### config.mk
export PLATFORM = sky130hd
export DESIGN_NAME = pc_sequencer
export DESIGN_NICKNAME = d
export VERILOG_FILES = /design/src/rtl/pc_sequencer.sv
export SDC_FILE = /design/constraint.sdc
export NUM_CORES = 1
export LEC_CHECK = 0
export ABC_AREA = 1
export CAP_MARGIN = 0
export CORE_UTILIZATION = 45
export DETAILED_ROUTE_END_ITERATION = 10
export GPL_TIMING_DRIVEN = 0
export PLACE_DENSITY = 0.78
export SYNTH_ARGS = -nofsm -noshare
export SYNTH_HDL_FRONTEND = slang
export SYNTH_SLANG_ARGS = --single-unit
### constraint.sdc
create_clock -name clk -period 3.6 [get_ports clk]
set_input_delay 0.54 -clock clk [delete_from_list [all_inputs] [get_ports clk]]
set_output_delay 0.54 -clock clk [all_outputs]
set_load 0.01 [all_outputs]
### src/rtl/pc_sequencer.sv
// Instruction sequencer that steers an external free-running program counter.
// Supports NOP/JMP/BRZ/CALL/RET/HALT with a small return-address stack and a sticky fault flag.
module pc_sequencer #(
    parameter int STACK_DEPTH = 4
) (
    input  logic                           clk,
    input  logic                           reset,
    input  logic                           start,
    input  logic [15:0]                    pc_q,
    input  logic                           instr_valid,
    input  logic [2:0]                     op,
    input  logic [15:0]                    target,
    input  logic                           cond,
    output logic                           pc_load,
    output logic [15:0]                    pc_datain,
    output logic                           fetch_req,
    output logic                           busy,
    output logic                           halted,
    output logic                           err,
    output logic [$clog2(STACK_DEPTH):0]   sp
);

    localparam int AW  = $clog2(STACK_DEPTH);
    localparam int SPW = AW + 1;

    localparam logic [2:0] OP_NOP  = 3'b000;
    localparam logic [2:0] OP_JMP  = 3'b001;
    localparam logic [2:0] OP_BRZ  = 3'b010;
    localparam logic [2:0] OP_CALL = 3'b011;
    localparam logic [2:0] OP_RET  = 3'b100;
    localparam logic [2:0] OP_HALT = 3'b101;

    typedef enum logic [2:0] {
        S_IDLE,
        S_FETCH,
        S_WAIT,
        S_EXEC,
        S_HALT
    } state_t;

    state_t      state;
    state_t      next_state;

    logic [2:0]  op_r;
    logic [15:0] target_r;
    logic        cond_r;
    logic [15:0] stack [STACK_DEPTH];

    logic            stack_full;
    logic            stack_empty;
    logic [SPW-1:0]  sp_dec;
    logic [AW-1:0]   push_idx;
    logic [AW-1:0]   pop_idx;
    logic [15:0]     stack_top;
    logic [15:0]     return_addr;
    logic            do_push;
    logic            do_pop;
    logic            fault;
    logic            halt_op;

    assign stack_full  = (sp == SPW'(STACK_DEPTH));
    assign stack_empty = (sp == '0);
    assign sp_dec      = sp - SPW'(1);
    assign push_idx    = sp[AW-1:0];
    assign pop_idx     = sp_dec[AW-1:0];
    assign stack_top   = stack[pop_idx];
    assign return_addr = pc_q + 16'd1;

    // Stack actions and faults only ever happen in the single EXEC cycle.
    always_comb begin
        do_push = 1'b0;
        do_pop  = 1'b0;
        fault   = 1'b0;
        halt_op = 1'b0;
        if (state == S_EXEC) begin
            case (op_r)
                OP_NOP, OP_JMP, OP_BRZ: ;
                OP_CALL: begin
                    do_push = !stack_full;
                    fault   = stack_full;
                end
                OP_RET: begin
                    do_pop = !stack_empty;
                    fault  = stack_empty;
                end
                OP_HALT: halt_op = 1'b1;
                default: fault = 1'b1;
            endcase
        end
    end

    always_ff @(posedge clk or posedge reset) begin
        if (reset) begin
            state <= S_IDLE;
        end else begin
            state <= next_state;
        end
    end

    always_comb begin
        next_state = state;
        case (state)
            S_IDLE:  if (start) next_state = S_FETCH;
            S_FETCH: next_state = S_WAIT;
            S_WAIT:  if (instr_valid) next_state = S_EXEC;
            S_EXEC:  next_state = (fault || halt_op) ? S_HALT : S_FETCH;
            S_HALT:  if (start && !err) next_state = S_FETCH;
            default: next_state = S_IDLE;
        endcase
    end

    always_comb begin
        pc_load   = 1'b1;
        pc_datain = pc_q;
        fetch_req = 1'b0;
        busy      = 1'b0;
        halted    = 1'b0;
        case (state)
            S_FETCH: begin
                fetch_req = 1'b1;
                busy      = 1'b1;
            end
            S_WAIT: busy = 1'b1;
            S_EXEC: begin
                busy = 1'b1;
                case (op_r)
                    OP_NOP: pc_load = 1'b0;
                    OP_JMP: pc_datain = target_r;
                    OP_BRZ: begin
                        pc_load   = cond_r;
                        pc_datain = cond_r ? target_r : pc_q;
                    end
                    OP_CALL: if (!stack_full)  pc_datain = target_r;
                    OP_RET:  if (!stack_empty) pc_datain = stack_top;
                    default: pc_datain = pc_q;
                endcase
            end
            S_HALT:  halted = 1'b1;
            default: ;
        endcase
    end

    // Instruction fields are latched only when WAIT accepts an instruction.
    always_ff @(posedge clk or posedge reset) begin
        if (reset) begin
            op_r     <= OP_NOP;
            target_r <= 16'h0000;
            cond_r   <= 1'b0;
        end else if (state == S_WAIT && instr_valid) begin
            op_r     <= op;
            target_r <= target;
            cond_r   <= cond;
        end
    end

    always_ff @(posedge clk or posedge reset) begin
        if (reset) begin
            sp  <= '0;
            err <= 1'b0;
            for (int i = 0; i < STACK_DEPTH; i++) begin
                stack[i] <= 16'h0000;
            end
        end else begin
            if (do_push) begin
                stack[push_idx] <= return_addr;
                sp              <= sp + SPW'(1);
            end else if (do_pop) begin
                sp <= sp_dec;
            end
            if (fault) begin
                err <= 1'b1;
            end
        end
    end

endmodule

==> results of run 1 <==
repair_timing:
action                     CTS  global route
pin swaps                    1             0
setup endpoints to repair   16            16
buffers inserted             1             0
gates resized for setup     14             5
cells by family after synthesis:
logic type / count (synthesis) / synth area share [%]
DFF: 91 / 45.1
muxes: 17 / 3.79
and+or+nand+nor: 365 / 30.7
adders and majority gates: 6 / 1.49
xor gates and xnor gates: 13 / 2.26
buffers and inverters: 81 / 7.34
AOI/OAI and AO/OA: 87 / 9.32
layout make-up:
cell class                      instances  area (um^2)
Fill cell                            1024         4810
Clock inverter                          5         30.0
Multi-Input combinational cell        488         2420
Tap cell                              140          175
Timing Repair Buffer                   64          656
Buffer                                 26          171
Sequential cell                        91         2280
Inverter                               53          209
Clock buffer                           11          131
cell usage in the layout (no fill, tap or decap), types with 2 or more instances in the layout:
cell type	count
nand3_1	58
inv_1	45
inv_2	3
clkbuf_8	9
dfrtp_1	90
buf_2	13
nor2_2	2
nand2_1	265
nor2_4	3
nor2_1	17
o21ai_2	4
xnor2_1	4
nor3_1	2
clkinvlp_4	2
clkdlybuf4s50_1	62
clkbuf_1	3
a21oi_1	23
buf_6	4
xor2_1	9
nor3_2	2
buf_4	7
nand2_2	3
ha_1	5
inv_4	3
o21ai_1	7
clkinv_2	5
o211ai_1	2
o21ai_0	48
mux2_2	17
nand4_1	5
nand2_4	3
nand3b_1	2
through the flow:
| step | setup TNS (ps) | power, mW | cell area (um^2) |
|---|---|---|---|
| global placement | -61210 | 3.61 | 5840 |
| detailed placement | -5210 | 3.71 | 5870 |
| CTS | 0 | 4.37 | 6070 |
| finish | 0 | 4.41 | 6070 |
| global route | 0 | 4.74 | 6070 |
| floorplan | 0 | 3.02 | 5050 |
worst max-delay path: stages (launching register included):
cell and delay [ps]:
dfrtp_2 480, inv_4 150, buf_4 230, ha_4 260, clkbuf_4 210, o21ai_0 200, nand3_1 200, nand3_1 140
nand2_1 60, nand2_1 70, clkdlybuf4s50_1 530
layer usage:
metal  up-vias  share of wire, %  GRT usage [%]
met1      2257                41           35.8
met2       217                48           43.5
met5         -                 0              0
met4         0               2.9           9.49
met3        42               8.0           4.66
li1       2244                 -              -
worst max-delay path by stage:
stage	from	endpoint	slack, ps
CTS	sp[0]	pc_datain[4]	60
floorplan	reset	cond_r	700
detailed placement	sp[0]	pc_datain[7]	-410
global placement	reset	state[1]	-630
finish	sp[0]	pc_datain[2]	140
global route	sp[0]	pc_datain[2]	2
flip-flops by register name, indices dropped and copies added, names as in the netlist:
name,count
cond_r,1
err,1
op_r,3
sp,3
stack,64
state,3
target_r,16
power groups by stage:
stage | clock network [mW] | registers (mW) | logic, mW
floorplan | 0 | 1.66 | 1.36
global placement | 0 | 1.71 | 1.91
detailed placement | 0 | 1.73 | 1.98
CTS | 0.618 | 1.71 | 2.04
global route | 0.662 | 1.77 | 2.30
finish | 0.614 | 1.72 | 2.07
==> run metrics, run 1 <==
EDFF count, synth=0; FF+latch count, synth=91; vias in the first global route=4709; WL final=14300 um; Initial Utilization=46.3%; H-tree levels=3; sw frac=42.6%; DRT Pass-1 Iters=7; final worst path period share=96.2%; largest net degree at the start of global routing=50; Hold Violations, Final=0; Clk pwr share=13.9%; Max IR drop VDD=0.410 mV; die height=108 um; Placed Cells=863; WL/cell=16.3 um; setup violators final=0; worst hold path endpoint=stack[50]; pre-CTS setup slack=-409 ps; initial antenna violation count=0; sw power=1.88 mW; status=finished clean; Final HPWL DP=10700 um; pwr dens=726 mW/mm^2; HP Class=reg2reg; Final ANT Viol Nets=0; crit-path max FO=12; Worst slew margin=62.5%; share of cells above drive strength 1=11.9%; yosys warns=0; Hold WS=484 ps; Synth top area share=45.1%; Site Rows=38; clk root buf=clkbuf_8; Mean Syn Cell Area=7.65 um^2; worst endpoint required time=3060 ps; Antenna diodes=0; Commonest cells post-synth=265 x nand2_1, 91 x dfrtp_1, 58 x nand3_1; Worst R2R Setup Slack=1550 ps; DR iter-0 viols=478; io pins=64; final clock skew=13.6 ps; ys flop type=dfrtp_1; Remaining DRCs=0; HP Start=stack[50]; fmax=0.289 GHz; Startpoint Class=flop; WP data arrival=2920 ps; clock period minus worst slack=3460 ps; GP Congestion=0.900; CTS tree=built; Worst Path Class, Setup=reg2out; reg-to-reg endpoint=stack[56]; Post-layout nets=779; top cell type by total area after synthesis=dfrtp_1; Layout Area Growth over Synthesis=20.4%; Netlist cell types=36; Skew-Pair Late Insertion Delay=370 ps; max-cap violation count=0; hold depth=2; sequential cell fraction of total power=39.0%; fraction of the yosys area taken by sequential cells=45.1%; CP endpoint kind=output port; syn nets=706; cts bufs inserted=9; worst setup margin=139 ps; Slew Limit Fails=0; Gate Count Post-Synth=660; vias per cell=5.42; IO Port Bufs=62; R2R cell count=12; Final Util=55.8%; Internal Pwr Total=2.53 mW; Leak Pwr=2.99 nW; RSZ-0062 raised after global routing=false; # hold bufs at CTS=0; core area=0.0109 mm^2; clk sinks=91; Crit Reg-Reg Startpoint=sp[0]; most area-consuming cells after synthesis=dfrtp_1 45%, nand2_1 20%, nand3_1 5.8%, o21ai_0 4.9%, mux2_2 3.8%; Combinational Power Share=47.0%; Congestion Overflow GR=0; Clock Path Buffers=2; Die Width=108 um; ys async rst share=100%; Slew @ Worst Pin=562 ps; Die ar.=0.0116 mm^2; vias=4760; first-pass GRT wire length=23700 um; most common cell in the synthesized netlist=nand2_1; Reg clk slew, reported paths=90 ps; non-filler instance count after layout=878; GRT Overall Usage=26.8%; post-synthesis cell area=0.00505 mm^2
No activity file was read; power rests on OpenSTA's default activity.
==> inputs of run 2 (changes only) <==
Settings changed: CTS_CLUSTER_DIAMETER set to 30.
==> results of run 2 <==
Same layout as run 1: the final DEF is identical, and so are final timing and power.
==> inputs of run 3 (changes only) <==
Settings changed: CORE_UTILIZATION 45 to 35, PLACE_DENSITY 0.78 to 0.66, SETUP_SLACK_MARGIN set to 0.5.
==> run 3 against run 2 <==
Against the previous run:
- cell area grew 5.5%
- count of clock-buffer cells in the layout grew 2
- final cell count grew 5.4%
- hold slack lost 8.6 ps
- utilization shrank 10 points
- die area grew 28%
==> run metrics, run 3 (same netlist as run 1, synthesis figures left out) <==
share of cells above drive strength 1=13.4% (+1.5 points); max-cap violation count=0 (unchanged); DR iter-0 viols=367 (-23%); clk root buf=clkbuf_16; most frequent cells in the layout=264 x nand2_1, 90 x dfrtp_1, 57 x nand3_1; R2R cell count=12 (unchanged); Clock Path Buffers=2 (unchanged); initial antenna violation count=0 (unchanged); setup violators final=0 (unchanged); HP Start=stack[53]; Critical Path Most Common Cell=nand2_1; setup_tns=0 ps (unchanged); WP buf/inv=5 (+1); Slowest cell on crit path=clkdlybuf4s50_1; Die ar.=0.0149 mm^2 (+28%); Layout Area Growth over Synthesis=27.0%; Die Width=122 um (+13%); Reg with most FFs=stack; area of the multi-input gates=0.00245 mm^2 (+0.93%); Antenna diodes=0 (unchanged); Leak Pwr=3.19 nW (+6.7%); Final HPWL DP=10400 um (-2.8%); Worst slew margin=64.7% (+2.2 points); GP Congestion=0.842 (-6.5%); worst hold path endpoint=stack[53]; vias=4603 (-3.3%); Final ANT Viol Nets=0 (unchanged); pwr dens=765 mW/mm^2 (+5.4%); worst endpoint required time=3060 ps (about the same); critical path, cell by cell=clkinv_4 > buf_8 > ha_1 > clkbuf_8 > clkbuf_8 > a21oi_1 > o21ai_0 > nand3_1 > nand2_1 > nand2_1 > nand2_1 > clkdlybuf4s50_1; DRT Pass-1 Iters=5 (-2); Worst Path Class, Setup=reg2out; Worst R2R Setup Slack=1690 ps (+140 ps); Startpoint Class=flop; Top Registers=stack: 64 flops, target_r: 16 flops; most common cell after layout, fill and taps aside=nand2_1; fmax=0.317 GHz (+9.7%); worst stage delay on the critical path=530 ps (about the same); hold depth=2 (unchanged); clk sinks=91 (unchanged); non-filler instance count after layout=925 (+5.4%); WL final=14100 um (-1.2%); largest net degree at the start of global routing=65 (+30%); Initial Utilization=36.1% (-10 points); final worst path period share=87.6% (-8.5 points); CP delay by family, top=buffers and inverters; die height=122 um (+13%); Crit Reg-Reg Startpoint=sp[0]; Pwr Total=4.90 mW (+11%); io pins=64 (unchanged); clock period minus worst slack=3150 ps (-307 ps); WL/cell=15.2 um (-6.2%); Reg clk slew, reported paths=60 ps (-30 ps); Site Rows=43 (+13%); Skew-Pair Late Insertion Delay=340 ps (-30 ps); Congestion Overflow GR=0 (unchanged); final clock skew=5.49 ps (-8.08 ps); status=finished clean; CP endpoint kind=output port; vias in the first global route=4404 (-6.5%); GRT Overall Usage=20.0% (-6.7 points); cts bufs inserted=9 (unchanged); reg-to-reg endpoint=stack[56]; Placed Cells=903 (+4.6%); fill cell count=1446 (+41%); IO Port Bufs=62 (unchanged); max FFs per register=64 (unchanged); vias per cell=4.98 (-8.2%); Post-layout nets=787 (+1.0%); WP data arrival=2610 ps (-310 ps); Slew Limit Fails=0 (unchanged); first-pass GRT wire length=22900 um (-3.6%); Remaining DRCs=0 (unchanged); Max IR drop VDD=0.506 mV (+23%); FF/Latch Area=0.00228 mm^2 (unchanged); crit-path max FO=12 (unchanged); H-tree levels=3 (unchanged); core area=0.0140 mm^2 (+28%); Hold Violations, Final=0 (unchanged); HP Class=reg2reg; RSZ-0062 raised after global routing=true; Slew @ Worst Pin=527 ps (-34.3 ps); CTS tree=built
run 3: cell count changes in the layout (fill, tap and decap cells not counted), sizes merged:
cell	before	now
dlygate4sd2	0	9
clkinvlp	2	0
dlymetal6s2s	0	6
buf	25	31
clkinv	5	3
clkdlybuf4s50	62	47
bufinv	0	1
clkbuf	14	18
run 3: power breakdown:
part,internal [mW],leakage (nW),switching [mW]
Sequential,1.46,0.946,0.244
Clock,0.572,0.146,0.389
Combinational,0.950,2.09,1.29
run 3: worst max-delay path by stage:
stage / from / end / slack, ps / cells after the start
finish: sp[0] / pc_datain[14] / 450 / 12
global route: sp[0] / pc_datain[14] / 320 / 12
CTS: sp[0] / pc_datain[4] / 280 / 11
detailed placement: sp[0] / pc_datain[4] / -430 / 11
global placement: reset / stack[5] / -900 / 2
floorplan: reset / cond_r / 700 / 1
run 3: repair_timing:
| action | 4_1_cts | 5_1_grt |
|---|---|---|
| hold endpoints to repair | 0 | 0 |
| gates resized for setup | 50 | 12 |
| hold buffers | 0 | 0 |
| endpoints found under the setup margin | 16 | 14 |
| pin swaps | 2 | 2 |
| setup buffers | 5 | 2 |
run 3: cell type report:
class,instances,share of cell area (%)
plain buffers,28,3.83
clock buffers,13,4.06
clock inverters,2,0.547
inverters,53,3.32
multi-input cells,488,38.2
flip-flops and latches,91,35.6
well taps,180,3.51
repair buffers,70,11.0
run 3: worst register-to-register path: stages, from the launching register on:
cell and delay (ps):
dfrtp_2 390, clkinv_4 70, buf_8 150, ha_1 220
nand2_2 120, nand2_4 100, nor2_8 180, inv_4 50
nor2_4 160, inv_2 70, buf_6 150, nand2_1 80
o21ai_2 50
run 3: through the flow:
step	hold WS [ps]	area (um^2)	utilization (%)	worst slack, ps
5_1_grt	499	6410	45.8	316
3_5_place_dp	459	5920	42.3	-432
3_3_place_gp	456	5890	42.1	-898
4_1_cts	474	6360	45.5	279
2_1_floorplan	442	5050	-	696
6_report	475	6410	45.8	445
run 3: metal layers:
layer / global-route usage, % / vias up / share of wire (%)
met1: 27.8 / 2169 / 45
met5: 0 / - / 0
li1: - / 2266 / -
met4: 5.72 / 0 / 1.7
met3: 3.28 / 18 / 5.1
met2: 32.1 / 150 / 48
